===== config.mk =====
export PLATFORM = sky130hd
export DESIGN_NAME = audio_sample_fetcher
export DESIGN_NICKNAME = d
export VERILOG_FILES = /design/src/rtl/audio_pkg.sv /design/src/rtl/audio_sync_fifo.sv /design/src/rtl/audio_sample_fetcher.sv
export SDC_FILE = /design/constraint.sdc
export NUM_CORES = 1
export LEC_CHECK = 0
export ABC_AREA = 1
export BUFFER_PORTS_ARGS = -buffer_cell sky130_fd_sc_hd__buf_2
export CORE_MARGIN = 8
export CORE_UTILIZATION = 61
export DETAILED_ROUTE_END_ITERATION = 10
export PLACE_DENSITY = 0.83
export SLEW_MARGIN = 20
export SYNTH_ARGS = -nofsm -noshare
export SYNTH_HDL_FRONTEND = slang
export SYNTH_HIERARCHICAL = 1
export SYNTH_SLANG_ARGS = --single-unit
export TNS_END_PERCENT = 1

===== constraint.sdc =====
create_clock -name aclk -period 4.7 [get_ports aclk]
set_input_delay 1.41 -clock aclk [delete_from_list [all_inputs] [get_ports aclk]]
set_output_delay 1.41 -clock aclk [all_outputs]
set_load 0.05 [all_outputs]

===== src/rtl/audio_pkg.sv =====
// Shared types and constants for the audio voice sample fetcher.
package audio_pkg;

    localparam int unsigned SAMPLE_WIDTH = 16;

    localparam logic [1:0] RESP_OKAY = 2'b00;

    typedef enum logic [2:0] {
        ST_IDLE,
        ST_ADDR,
        ST_DATA,
        ST_WAIT,
        ST_STOPPING
    } fetch_state_e;

endpackage


===== src/rtl/audio_sync_fifo.sv =====
// Synchronous word FIFO with first-word fall-through head, flush and occupancy count.
module audio_sync_fifo #(
    parameter int unsigned WIDTH = 32,
    parameter int unsigned DEPTH = 8,
    localparam int unsigned PTR_W = $clog2(DEPTH),
    localparam int unsigned CNT_W = PTR_W + 1
) (
    input  logic             aclk,
    input  logic             aresetn,
    input  logic             flush,
    input  logic             push,
    input  logic [WIDTH-1:0] wdata,
    input  logic             pop,
    output logic [WIDTH-1:0] rdata,
    output logic [CNT_W-1:0] count,
    output logic             empty,
    output logic             full
);

    logic [WIDTH-1:0] mem [DEPTH];
    logic [PTR_W-1:0] wr_ptr;
    logic [PTR_W-1:0] rd_ptr;
    logic             do_pop;

    assign do_pop = pop && !empty;
    assign empty  = (count == '0);
    assign full   = (count == CNT_W'(DEPTH));
    assign rdata  = mem[rd_ptr];

    // Pointers and count; flush empties the queue in one cycle.
    always_ff @(posedge aclk) begin
        if (!aresetn || flush) begin
            wr_ptr <= '0;
            rd_ptr <= '0;
            count  <= '0;
        end else begin
            assert (!(push && full));
            if (push) begin
                wr_ptr <= wr_ptr + PTR_W'(1);
            end
            if (do_pop) begin
                rd_ptr <= rd_ptr + PTR_W'(1);
            end
            count <= count + CNT_W'(push) - CNT_W'(do_pop);
        end
    end

    always_ff @(posedge aclk) begin
        if (push) begin
            mem[wr_ptr] <= wdata;
        end
    end

endmodule


===== src/rtl/audio_sample_fetcher.sv =====
// Read-side DMA for one audio voice: fetches 32-bit words over AXI-Lite and
// streams them out as 16-bit PCM samples, low half first.
module audio_sample_fetcher
    import audio_pkg::*;
#(
    parameter int unsigned ADDR_WIDTH = 32,
    parameter int unsigned DATA_WIDTH = 32,
    parameter int unsigned FIFO_DEPTH = 8,
    parameter int unsigned LEN_WIDTH  = 24
) (
    input  logic                    aclk,
    input  logic                    aresetn,
    input  logic [ADDR_WIDTH-1:0]   cfg_start_addr,
    input  logic [LEN_WIDTH-1:0]    cfg_length,
    input  logic                    cfg_loop,
    input  logic                    start,
    input  logic                    stop,
    output logic                    busy,
    output logic                    done,
    output logic                    err,
    output logic [ADDR_WIDTH-1:0]   m_axil_araddr,
    output logic [2:0]              m_axil_arprot,
    output logic                    m_axil_arvalid,
    input  logic                    m_axil_arready,
    input  logic [DATA_WIDTH-1:0]   m_axil_rdata,
    input  logic [1:0]              m_axil_rresp,
    input  logic                    m_axil_rvalid,
    output logic                    m_axil_rready,
    output logic [SAMPLE_WIDTH-1:0] out_sample,
    output logic                    out_valid,
    input  logic                    out_ready
);

    localparam int unsigned CNT_W = $clog2(FIFO_DEPTH) + 1;

    fetch_state_e          state, state_n;
    logic [ADDR_WIDTH-1:0] cur_addr, cur_addr_n;
    logic [ADDR_WIDTH-1:0] start_addr, start_addr_n;
    logic [LEN_WIDTH-1:0]  length, length_n;
    logic [LEN_WIDTH-1:0]  remaining, remaining_n;
    logic                  loop_en, loop_n;
    logic                  stop_req, stop_req_n;
    logic                  err_n;
    logic                  done_pending, done_pending_n;
    logic                  half;

    logic                  fifo_push;
    logic                  fifo_pop;
    logic [DATA_WIDTH-1:0] fifo_rdata;
    logic [CNT_W-1:0]      fifo_count;
    logic                  fifo_empty;
    logic                  fifo_full;
    logic                  out_fire;
    logic                  slot_after_push;

    audio_sync_fifo #(
        .WIDTH (DATA_WIDTH),
        .DEPTH (FIFO_DEPTH)
    ) u_fifo (
        .aclk    (aclk),
        .aresetn (aresetn),
        .flush   (stop),
        .push    (fifo_push),
        .wdata   (m_axil_rdata),
        .pop     (fifo_pop),
        .rdata   (fifo_rdata),
        .count   (fifo_count),
        .empty   (fifo_empty),
        .full    (fifo_full)
    );

    assign m_axil_arprot = 3'b000;
    assign m_axil_araddr = cur_addr;
    assign out_valid     = !fifo_empty;
    assign out_fire      = out_valid && out_ready;
    assign fifo_pop      = out_fire && half;
    assign busy          = (state != ST_IDLE) || !fifo_empty;
    assign done          = done_pending && !busy;
    assign out_sample    = fifo_empty ? '0
                         : (half ? fifo_rdata[2*SAMPLE_WIDTH-1:SAMPLE_WIDTH]
                                 : fifo_rdata[SAMPLE_WIDTH-1:0]);

    // A free slot must remain after this cycle's push (and any pop) to issue the next read.
    assign slot_after_push = (fifo_count - CNT_W'(fifo_pop)) < CNT_W'(FIFO_DEPTH - 1);

    always_comb begin
        state_n        = state;
        cur_addr_n     = cur_addr;
        start_addr_n   = start_addr;
        length_n       = length;
        remaining_n    = remaining;
        loop_n         = loop_en;
        stop_req_n     = stop_req;
        err_n          = err;
        done_pending_n = done_pending && busy;
        fifo_push      = 1'b0;

        if (stop) begin
            done_pending_n = 1'b0;
        end

        unique case (state)
            ST_IDLE: begin
                if (start && !stop && !busy && (cfg_length != '0)) begin
                    start_addr_n   = cfg_start_addr;
                    cur_addr_n     = cfg_start_addr;
                    length_n       = cfg_length;
                    remaining_n    = cfg_length;
                    loop_n         = cfg_loop;
                    err_n          = 1'b0;
                    stop_req_n     = 1'b0;
                    done_pending_n = 1'b0;
                    state_n        = ST_ADDR;
                end
            end
            ST_ADDR: begin
                // arvalid cannot be withdrawn, so a stop waits for the handshake.
                if (m_axil_arready) begin
                    state_n    = (stop || stop_req) ? ST_STOPPING : ST_DATA;
                    stop_req_n = 1'b0;
                end else if (stop) begin
                    stop_req_n = 1'b1;
                end
            end
            ST_DATA: begin
                if (stop) begin
                    state_n = m_axil_rvalid ? ST_IDLE : ST_STOPPING;
                end else if (m_axil_rvalid) begin
                    if (m_axil_rresp != RESP_OKAY) begin
                        err_n   = 1'b1;
                        state_n = ST_IDLE;
                    end else begin
                        fifo_push = 1'b1;
                        state_n   = slot_after_push ? ST_ADDR : ST_WAIT;
                        if (remaining == LEN_WIDTH'(1)) begin
                            if (loop_en) begin
                                cur_addr_n  = start_addr;
                                remaining_n = length;
                            end else begin
                                state_n        = ST_IDLE;
                                done_pending_n = 1'b1;
                            end
                        end else begin
                            cur_addr_n  = cur_addr + ADDR_WIDTH'(1);
                            remaining_n = remaining - LEN_WIDTH'(1);
                        end
                    end
                end
            end
            ST_WAIT: begin
                if (stop) begin
                    state_n = ST_IDLE;
                end else if (!fifo_full || fifo_pop) begin
                    state_n = ST_ADDR;
                end
            end
            ST_STOPPING: begin
                if (m_axil_rvalid) begin
                    state_n = ST_IDLE;
                end
            end
            default: state_n = ST_IDLE;
        endcase
    end

    always_ff @(posedge aclk) begin
        if (!aresetn) begin
            state          <= ST_IDLE;
            cur_addr       <= '0;
            start_addr     <= '0;
            length         <= '0;
            remaining      <= '0;
            loop_en        <= 1'b0;
            stop_req       <= 1'b0;
            err            <= 1'b0;
            done_pending   <= 1'b0;
            half           <= 1'b0;
            m_axil_arvalid <= 1'b0;
            m_axil_rready  <= 1'b0;
        end else begin
            state          <= state_n;
            cur_addr       <= cur_addr_n;
            start_addr     <= start_addr_n;
            length         <= length_n;
            remaining      <= remaining_n;
            loop_en        <= loop_n;
            stop_req       <= stop_req_n;
            err            <= err_n;
            done_pending   <= done_pending_n;
            m_axil_arvalid <= (state_n == ST_ADDR);
            m_axil_rready  <= (state_n == ST_DATA) || (state_n == ST_STOPPING);
            if (stop) begin
                half <= 1'b0;
            end else if (out_fire) begin
                half <= ~half;
            end
        end
    end

endmodule


==> metrics.cfg, run 1 <==
[logic_synthesis]
synth-edff-count=256
synth-xor-area-share_pct=0.721
ys_warn_count=6
synth_cells=2518
synthMuxAreaShare_pct=0
synth_top_family_by_area=simple AND/OR/NAND/NOR gates
avgSynthCellArea_sq_um=7.71
netlist.area_leader.share_pct=39.6
syn_area_sq_um=19400
ys_seq_area_share_pct=53.5
ys_ff_latch=391
synthArstFlopShare_pct=0
synthAdderAreaFrac_pct=0.876
synth_compound_area_share_pct=5.69
yosysUniqueCellTypes=40
synthTopCellsByArea=edfxtp_1 (40%), nand2_1 (16%), dfxtp_1 (14%), nor2_1 (6.9%), inv_1 (6.3%)
post-synth-top-area-cell=edfxtp_1
ys.flop_type=edfxtp_1
synth-simple-area-share_pct=29.9

[setup_path]
r2r_slack_ns=1.38
critPathMostFrequentCell=nand2_1
worstRegToRegCells=19
cp_cell_sequence=clkinv_2, buf_4, nand2_1, nand3_1, nand2_1, nand2_1, nand2_1, nor2_1, nor2_1, buf_2
crit_arrival_ns=2.96
critPathLaunchType=flip-flop
crit_type=flip-flop to output pin
crit_fanout=31
slowest_delay_ns=0.46
crit_slowest_cell=dfxtp_4
rr_startpoint=u_fifo/count[2]
endpoint=out_sample[8]
required_ns=3.29
critPathCaptureType=output pin
r2r_end=m_axil_arvalid

[timing]
setup_viol=0
fmax_mhz=229
period_share_pct=92.9
fin_skew_ns=0.0270
whs_ns=0.447
maxSlewHeadroom_pct=45.4
drv_slew=0
hold_viol=0
fin_tns_setup_ns=0
rsz0062_at_grt=no
period_needed_ns=4.37
worst_pin_slew_ns=0.819
fin_ws_ns=0.333

[placement]
dpl.hpwl_mm=34.5
gp_congestion=0.976
place_ws_ns=0.743
dp_cells=2987
io_buffers=151

[clocking]
clock-sinks=391
clock_path_buffers=3
cts-hold-fix-buffers=0
cts-htree-levels=2
clock_tree.root_cell=clkbuf_16
cts_tree=built
clock_latency_ns=0.55
clk_pin_slew_ns=0.06
numCtsBuffers=41
cts_resized=0
post-cts-setup-buffer-count=0

[final_layout]
layout.nets=2739
drive_above_1_share_pct=10.3
layout_common_cells=nand2_1 (807), nor2_1 (346), inv_1 (325)
area_growth_pct=12.6
mostFrequentLayoutCell=nand2_1
fin_cells=3068

[worst_hold_path]
holdCritStartpoint=start_addr[0]
hold_class=flip-flop to flip-flop

[power_and_ir_drop]
power_density_nw_per_um2=356
ir_worst_vdd_uv=302
leakage_nw=10.1
p_total_mw=7.79

[floorplanning]
die_w_microns=194
start_util_pct=61.7
pin_count=155
die_area_sq_um=37800
rows=65
coreArea_sq_um=31500
die_h_microns=194

[global_routing]
antenna_found_initial=6
grt_max_degree=68
grt_pass1_wl_mm=85.7
grt_use_total_pct=27.6
grt_pass1_vias=16809
grt-ovfl-total=0

[route]
dr.pass1.iters=6
final_antenna_net_count=0
drt-total-wl_mm=53.9
wl_per_cell_microns=17.6
drt-initial-drc-count=1562
dr_total_vias=17048
route.detailed.drc=0
viasPerCell=5.56

[run_status]
outcome=finished clean

[flow_run]
max-cap-violations=0

## per-stage QoR
step | area [sq um] | utilization, %
finish | 21900 | 69.5
global placement | 20500 | 65.2
detailed placement | 20500 | 65.2
floorplan | 19400 | -
global route | 21900 | 69.5
CTS | 21900 | 69.4
## flip-flops by register name (all words and copies together) (netlist names), 3 cells and up, named ones only
signal,count
u_fifo/mem,256
m_axil_araddr,32
start_addr,32
length,24
remaining,24
u_fifo/count,4
state,3
u_fifo/rd_ptr,3
u_fifo/wr_ptr,3
## worst min-delay path by stage
stage / slack (ns) / end / cells after the start
2_1_floorplan: 0.42 / start_addr[0] / 2
3_3_place_gp: 0.43 / start_addr[0] / 2
3_5_place_dp: 0.44 / start_addr[0] / 2
4_1_cts: 0.45 / start_addr[0] / 2
5_1_grt: 0.47 / length[16] / 2
6_report: 0.45 / start_addr[0] / 2
## cell usage after synthesis, types with 5 or more instances
master    instances
nand2_1         808
nor2_1          355
inv_1           326
edfxtp_1        256
nand3_1         226
dfxtp_1         135
o21ai_0         117
a21oi_1          63
clkbuf_1         55
buf_2            43
nand4_1          16
nor3_1           15
buf_4            13
ha_1             12
xor2_1           12
o211ai_1          9
o21a_1            7
buf_1             5
inv_2             5
o21ai_1           5
## cell type report
class / instances / area [sq um]
Tap cell: 402 / 503
Sequential cell: 391 / 10400
Antenna cell: 5 / 12.5
Multi-Input combinational cell: 1679 / 7300
Inverter: 332 / 1250
Fill cell: 2412 / 9610
Timing Repair Buffer: 183 / 1070
Clock buffer: 56 / 1110
Clock inverter: 20 / 221
## cells by family (layout without fill, tap and decap cells)
kind of cell,Yosys count,in the layout
AND/OR/NAND/NOR,1439,1439
buffers and inverters,450,591
flip-flops,391,391
AO/OA/AOI/OAI,208,208
XOR/XNOR,16,16
adder cells (fa/ha/maj),13,13
other,1,8
## power breakdown
part / internal, mW / switching, mW / total (mW) / leakage [nW]
Combinational: 0.217 / 0.537 / 0.754 / 6.08
Clock: 1.89 / 1.33 / 3.22 / 0.649
Sequential: 3.74 / 0.0801 / 3.82 / 3.41
## critical path, delay by kind of cell (launching register included)
kind / cells / cell delay [ns]
buffers and inverters: 3 / 1.16
and+or+nand+nor: 7 / 0.78
DFF: 1 / 0.46
## routing by layer
layer / share of wire [%] / track usage (%) / vias to the layer above
met1: 38 / 33.8 / 7840
met4: 4.4 / 13.2 / 4
met2: 49 / 47.4 / 841
li1: - / - / 8180
met5: 0.043 / 0 / -
met3: 8.3 / 4.20 / 183
(Power assumes the default switching activity.)
==> run 2: changes to the inputs <==
--- a/config.mk
+++ b/config.mk
@@ -8,12 +8,11 @@
 export ABC_AREA = 1
 export BUFFER_PORTS_ARGS = -buffer_cell sky130_fd_sc_hd__buf_2
 export CORE_MARGIN = 8
-export CORE_UTILIZATION = 61
+export CORE_UTILIZATION = 60
 export DETAILED_ROUTE_END_ITERATION = 10
-export PLACE_DENSITY = 0.83
+export PLACE_DENSITY = 0.82
 export SLEW_MARGIN = 20
 export SYNTH_ARGS = -nofsm -noshare
 export SYNTH_HDL_FRONTEND = slang
-export SYNTH_HIERARCHICAL = 1
 export SYNTH_SLANG_ARGS = --single-unit
 export TNS_END_PERCENT = 1
==> run 2 against run 1 <==
  * Worst setup slack gained 0.15 ns
  * Combinational power hardly changed
  * First-iteration DRC count decreased by 19%
  * Flip-flop and latch count is the same
  * Clock power rose by 4%
  * Core utilization shrank 0.16 points
==> metrics.cfg, run 2 <==
[logic_synthesis]
synth-edff-count=256  ; unchanged
ys.flop_type=edfxtp_1
synth_cells=2062  ; -18%
ys_seq_area_share_pct=57.4  ; +3.9 points
ys_ff_latch=391  ; unchanged
netlist.area_leader.share_pct=42.5  ; +2.9 points
synth_most_common_cell=nor2_1
ys_warn_count=0  ; -6
avgSynthCellArea_sq_um=8.77  ; +14%
synthArstFlopShare_pct=0  ; unchanged
yosys-top-cells-count=nor2_1 (435), nand2_1 (328), edfxtp_1 (256), o21ai_0 (249), nand3_1 (136)
post-synth-top-area-cell=edfxtp_1
yosysUniqueCellTypes=40  ; unchanged
synthTopCellsByArea=edfxtp_1 (42%), dfxtp_1 (15%), nor2_1 (9.0%), o21ai_0 (6.9%), nand2_1 (6.8%)
syn_area_sq_um=18100  ; -6.9%

[run_status]
outcome=finished clean

[placement]
dpl.hpwl_mm=32.1  ; -6.8%
io_buffers=151  ; unchanged
place_ws_ns=1.04  ; +0.292 ns
placed_cell_area_sq_um=19100  ; -6.8%
gp_congestion=0.971  ; -0.55%
dp_cells=2518  ; -16%

[setup_path]
crit_arrival_ns=2.80  ; -0.16 ns
critPathLaunchType=flip-flop
slowest_delay_ns=0.48  ; +0.02 ns
crit_type=flip-flop to output pin
worstRegToRegCells=13  ; -6
required_ns=3.29  ; about the same
cp_num_buf_inv=3  ; unchanged
r2r_end=m_axil_araddr[22]
crit_slowest_cell=dfxtp_4
critPathCaptureType=output pin
cp_cell_sequence=clkinv_2, buf_4, o21ai_0, o221ai_1, o211ai_1, a21oi_1, buf_2
crit_family=buffers and inverters
rr_startpoint=u_fifo.count[2]
crit_fanout=52  ; +68%
r2r_slack_ns=1.59  ; +0.21 ns

[global_routing]
grt_use_total_pct=26.9  ; -0.73 points
grt_pass1_wl_mm=78.2  ; -8.7%
grt_max_degree=84  ; +24%
antenna_found_initial=6  ; unchanged
grt_pass1_vias=14979  ; -11%
grt-ovfl-total=0  ; unchanged

[timing]
rsz0062_at_grt=no
fin_ws_ns=0.487  ; +0.154 ns
maxSlewHeadroom_pct=41.3  ; -4.1 points
period_share_pct=89.6  ; -3.3 points
worst_pin_slew_ns=0.875  ; +0.0563 ns
drv_slew=0  ; unchanged
fin_skew_ns=0.0111  ; -0.0159 ns
fmax_mhz=237  ; +3.7%
period_needed_ns=4.21  ; -0.154 ns
setup_viol=0  ; unchanged
hold_viol=0  ; unchanged

[clocking]
clk_pin_slew_ns=0.06  ; about the same
cts_resized=0  ; unchanged
clock_path_buffers=3  ; unchanged
post-cts-setup-buffer-count=0  ; unchanged
cts-hold-fix-buffers=0  ; unchanged
cts-htree-levels=2  ; unchanged
clock_tree.root_cell=clkbuf_16
numCtsBuffers=41  ; unchanged
clock-sinks=391  ; unchanged
clock_latency_ns=0.53  ; -0.02 ns
cts_tree=built

[worst_hold_path]
holdCritStartpoint=length[0]
holdPathStages=2  ; unchanged
min_to=length[0]
hold_class=flip-flop to flip-flop

[floorplanning]
pin_count=155  ; unchanged
die_area_sq_um=36000  ; -4.9%
die_h_microns=190  ; -2.5%
rows=63  ; -3.1%
start_util_pct=61.0  ; -0.67 points
die_w_microns=190  ; -2.5%
coreArea_sq_um=29600  ; -5.8%

[final_layout]
mostFrequentLayoutCell=nor2_1
multi_input_area_sq_um=6720  ; -8.0%
fin_cells=2597  ; -15%
layout.nets=2284  ; -17%
nFillCells=2294  ; -4.9%
layout_common_cells=nor2_1 (433), nand2_1 (328), edfxtp_1 (256)
largest_reg_flops=256  ; unchanged
fin_area_sq_um=20500  ; -6.0%
area_growth_pct=13.6
drive_above_1_share_pct=12.7  ; +2.4 points
regArea_sq_um=10400  ; about the same
top_register=u_fifo.mem

[flow_run]
max-cap-violations=0  ; unchanged

[route]
dr.pass1.iters=5  ; -1
viasPerCell=5.94  ; +6.9%
final_antenna_net_count=0  ; unchanged
wl_per_cell_microns=19.2  ; +9.3%
dr_total_vias=15426  ; -9.5%
drt-initial-drc-count=1262  ; -19%
drt-total-wl_mm=49.9  ; -7.5%
route.detailed.drc=0  ; unchanged

[power_and_ir_drop]
p_total_mw=7.93  ; +1.7%
ir_worst_vdd_uv=295  ; -2.3%
leakage_nw=8.11  ; -20%
power_density_nw_per_um2=386  ; +8.2%

## run 2: where the power goes
part	switching, mW	total, mW	internal (mW)
registers	0.0766	3.82	3.74
clock network	1.32	3.36	2.04
logic	0.535	0.756	0.221
total	1.93	7.93	6.00
## run 2: cell type report
| class | count | share of cell area [%] |
|---|---|---|
| clock buffer | 53 | 5.51 |
| tap | 390 | 2.38 |
| multi-input combinational | 1420 | 32.7 |
| clock inverter | 21 | 1.30 |
| timing repair buffer | 183 | 4.98 |
| inverter | 134 | 2.45 |
| sequential | 391 | 50.6 |
| antenna | 5 | 0.0609 |
## run 2: cell families after synthesis
family                     after synthesis  share of synthesized area, %
AOI/OAI and AO/OA                      443                          13.8
xor gates and xnor gates                14                         0.678
adders and majority gates               15                          1.08
buffers and inverters                  253                          5.75
DFF                                    391                          57.4
other                                    1                        0.0207
and+or+nand+nor                        945                          21.2
## run 2: how the worst max path moves through the flow
stage                          startpoint          endpoint  slack (ns)  depth (start not counted)
after floorplan           m_axil_rresp[1]  u_fifo.mem[1][0]       -0.28                          9
after global placement          flip-flop     out_sample[2]        1.08                          7
after detailed placement  m_axil_rresp[1]  u_fifo.mem[2][8]        1.04                          9
after CTS                       flip-flop     out_sample[9]        0.51                          7
after global routing            flip-flop     out_sample[6]        0.33                          7
final                           flip-flop     out_sample[6]        0.49                          7
## run 2: stage by stage
step           TNS [ns]  hold WS (ns)  utilization [%]
4_1_cts               0         0.451             69.3
2_1_floorplan    -39.31         0.421                -
6_report              0         0.455             69.3
3_5_place_dp          0         0.443             64.6
3_3_place_gp          0         0.433             64.6
5_1_grt               0         0.481             69.3
## run 2: routing by layer
metal	vias up	track usage, %	wire length (microns)
met4	2	11.2	1700
met2	754	45.6	24200
met1	7283	33.6	19700
li1	7267	-	-
met3	120	4.92	4260
met5	-	0	15
## run 2: tightest hold or removal path, delay by kind of cell, from the launching register on
family | cells | cell delay [ns]
flops | 1 | 0.31
buf+inv | 1 | 0.05
compound gates | 1 | 0.05
==> run 3: changes to the inputs <==
--- a/config.mk
+++ b/config.mk
@@ -11,6 +11,7 @@
 export CORE_UTILIZATION = 60
 export DETAILED_ROUTE_END_ITERATION = 10
 export PLACE_DENSITY = 0.82
+export SETUP_SLACK_MARGIN = 0.5
 export SLEW_MARGIN = 20
 export SYNTH_ARGS = -nofsm -noshare
 export SYNTH_HDL_FRONTEND = slang
==> run 3 against run 2 <==
  * Via count is essentially flat
  * Wire length grew 0.21%
  * Global-route usage is the same
  * Worst setup slack gained 0.053 ns
  * Worst hold slack lost 0.00051 ns
  * Register-to-register slack is essentially flat
  * Critical path type unchanged
  * Largest cell class unchanged
==> metrics.cfg, run 3 (synthesis gave the netlist of run 2 again) <==
[run_status]
outcome=finished clean

[setup_path]
crit_slowest_cell=dfxtp_2
crit_type=flip-flop to output pin
worstRegToRegCells=13  ; unchanged
crit_fanout=31  ; -40%
cp_num_buf_inv=3  ; unchanged
critPathLaunchType=flip-flop
r2r_end=m_axil_araddr[22]
rr_startpoint=u_fifo.count[2]
slowest_delay_ns=0.54  ; +0.06 ns
crit_arrival_ns=2.75  ; -0.05 ns
critPathCaptureType=output pin
r2r_slack_ns=1.59  ; about the same
required_ns=3.29  ; about the same
cp_cell_sequence=clkinv_2, buf_4, o21ai_0, o22ai_1, o211ai_1, a21oi_1, buf_2
crit_family=buffers and inverters

[route]
drt-initial-drc-count=1290  ; +2.2%
final_antenna_net_count=0  ; unchanged
dr.pass1.iters=7  ; +2
wl_per_cell_microns=19.2  ; +0.17%
dr_total_vias=15420  ; -0.039%
drt-total-wl_mm=50.0  ; +0.21%
viasPerCell=5.94  ; about the same
route.detailed.drc=0  ; unchanged

[power_and_ir_drop]
leakage_nw=8.12  ; about the same
p_clk_share_pct=42.3  ; about the same
seq_power_share_pct=48.1  ; about the same
p_total_mw=7.93  ; about the same
switchingPower_mw=1.93  ; +0.17%
combPwrFrac_pct=9.5  ; about the same
ir_worst_vdd_uv=297  ; +0.63%
swShare_pct=24.4  ; +0.032 points
power_density_nw_per_um2=386  ; about the same
internal-power_mw=6.00  ; about the same

[final_layout]
layout.nets=2284  ; unchanged
layout_common_cells=nor2_1 (433), nand2_1 (328), edfxtp_1 (256)
area_growth_pct=13.6  ; about the same
top_register=u_fifo.mem
mostFrequentLayoutCell=nor2_1
drive_above_1_share_pct=12.7  ; unchanged
fin_area_sq_um=20600  ; about the same
largest_reg_flops=256  ; unchanged

[timing]
maxSlewHeadroom_pct=39.5  ; -1.8 points
setup_viol=0  ; unchanged
hold_viol=0  ; unchanged
period_needed_ns=4.16  ; -0.0525 ns
worst_pin_slew_ns=0.902  ; +0.0271 ns
fin_skew_ns=0.00936  ; -0.00175 ns
period_share_pct=88.5  ; -1.1 points
rsz0062_at_grt=yes
fin_tns_setup_ns=0  ; unchanged
whs_ns=0.455  ; -0.000506 ns
fmax_mhz=240  ; +1.3%
fin_ws_ns=0.540  ; +0.0525 ns
drv_slew=0  ; unchanged

[floorplanning]
die_area_sq_um=36000  ; unchanged
start_util_pct=61.0  ; unchanged
die_w_microns=190  ; unchanged
rows=63  ; unchanged
pin_count=155  ; unchanged
die_h_microns=190  ; unchanged
coreArea_sq_um=29600  ; unchanged

[clocking]
clock_path_buffers=3  ; unchanged
clk_pin_slew_ns=0.06  ; about the same
post-cts-setup-buffer-count=0  ; unchanged
numCtsBuffers=41  ; unchanged
clock_latency_ns=0.52  ; about the same
cts_tree=built
cts-hold-fix-buffers=0  ; unchanged
clock_tree.root_cell=clkbuf_16
cts-htree-levels=2  ; unchanged
cts_resized=0  ; unchanged
clock-sinks=391  ; unchanged

[flow_run]
max-cap-violations=0  ; unchanged

[placement]
dpl.hpwl_mm=32.1  ; unchanged
io_buffers=151  ; unchanged
gp_congestion=0.971  ; unchanged
place_ws_ns=1.04  ; unchanged
placed_cell_area_sq_um=19100  ; unchanged

[worst_hold_path]
hold_class=flip-flop to flip-flop
holdCritStartpoint=length[0]
min_to=length[0]
holdPathStages=2  ; unchanged

[global_routing]
grt-ovfl-total=0  ; unchanged
grt_pass1_wl_mm=78.2  ; unchanged
antenna_found_initial=6  ; unchanged
grt_use_total_pct=26.9  ; unchanged
grt_pass1_vias=14979  ; unchanged
grt_max_degree=84  ; unchanged

-- run 3: cell count changes in the layout (fill, tap and decap cells not counted) --
cell / before / now
buf_6: 0 / 2
diode_2: 5 / 6
buf_4: 31 / 29
inv_2: 5 / 4
clkinv_2: 7 / 8
-- run 3: routing by layer --
metal | wire, microns | part of all wire (%) | GRT usage (%) | up-vias
li1 | - | - | - | 7262
met1 | 19800 | 40 | 33.6 | 7291
met2 | 24200 | 48 | 45.6 | 752
met3 | 4290 | 8.6 | 4.92 | 113
met4 | 1680 | 3.4 | 11.2 | 2
met5 | 13 | 0.026 | 0 | -
-- run 3: final cells by class --
cell class                      instances  area [sq um]
Antenna cell                            6          15.0
Inverter                              134           505
Clock buffer                           53          1130
Timing Repair Buffer                  183          1030
Sequential cell                       391         10400
Tap cell                              390           488
Clock inverter                         21           268
Fill cell                            2299          9080
Multi-Input combinational cell       1420          6720
-- run 3: tightest hold or removal path: stages, from the launching register on --
cell and delay, ns:
dfxtp_1 0.31, inv_1 0.05, a21oi_1 0.05
-- run 3: worst max-delay path by stage --
stage,start,to,cells past startpoint
finish,flip-flop,out_sample[9],7
global route,flip-flop,out_sample[10],7
CTS,flip-flop,out_sample[9],7
detailed placement,m_axil_rresp[1],u_fifo.mem[2][8],9
global placement,flip-flop,out_sample[2],7
floorplan,m_axil_rresp[1],u_fifo.mem[1][0],9
-- run 3: power groups by stage --
stage	Clock [mW]	Combinational, mW	Sequential [mW]
final	3.36	0.757	3.82
after global routing	3.51	0.836	3.82
after CTS	3.37	0.748	3.81
after detailed placement	0	0.742	3.88
after global placement	0	0.724	3.88
after floorplan	0	0.438	3.96
-- run 3: stage by stage --
step,utilization (%),instances
3_5_place_dp,64.6,2518
2_1_floorplan,-,2064
4_1_cts,69.3,2592
3_3_place_gp,64.6,2518
5_1_grt,69.3,2596
6_report,69.4,2598
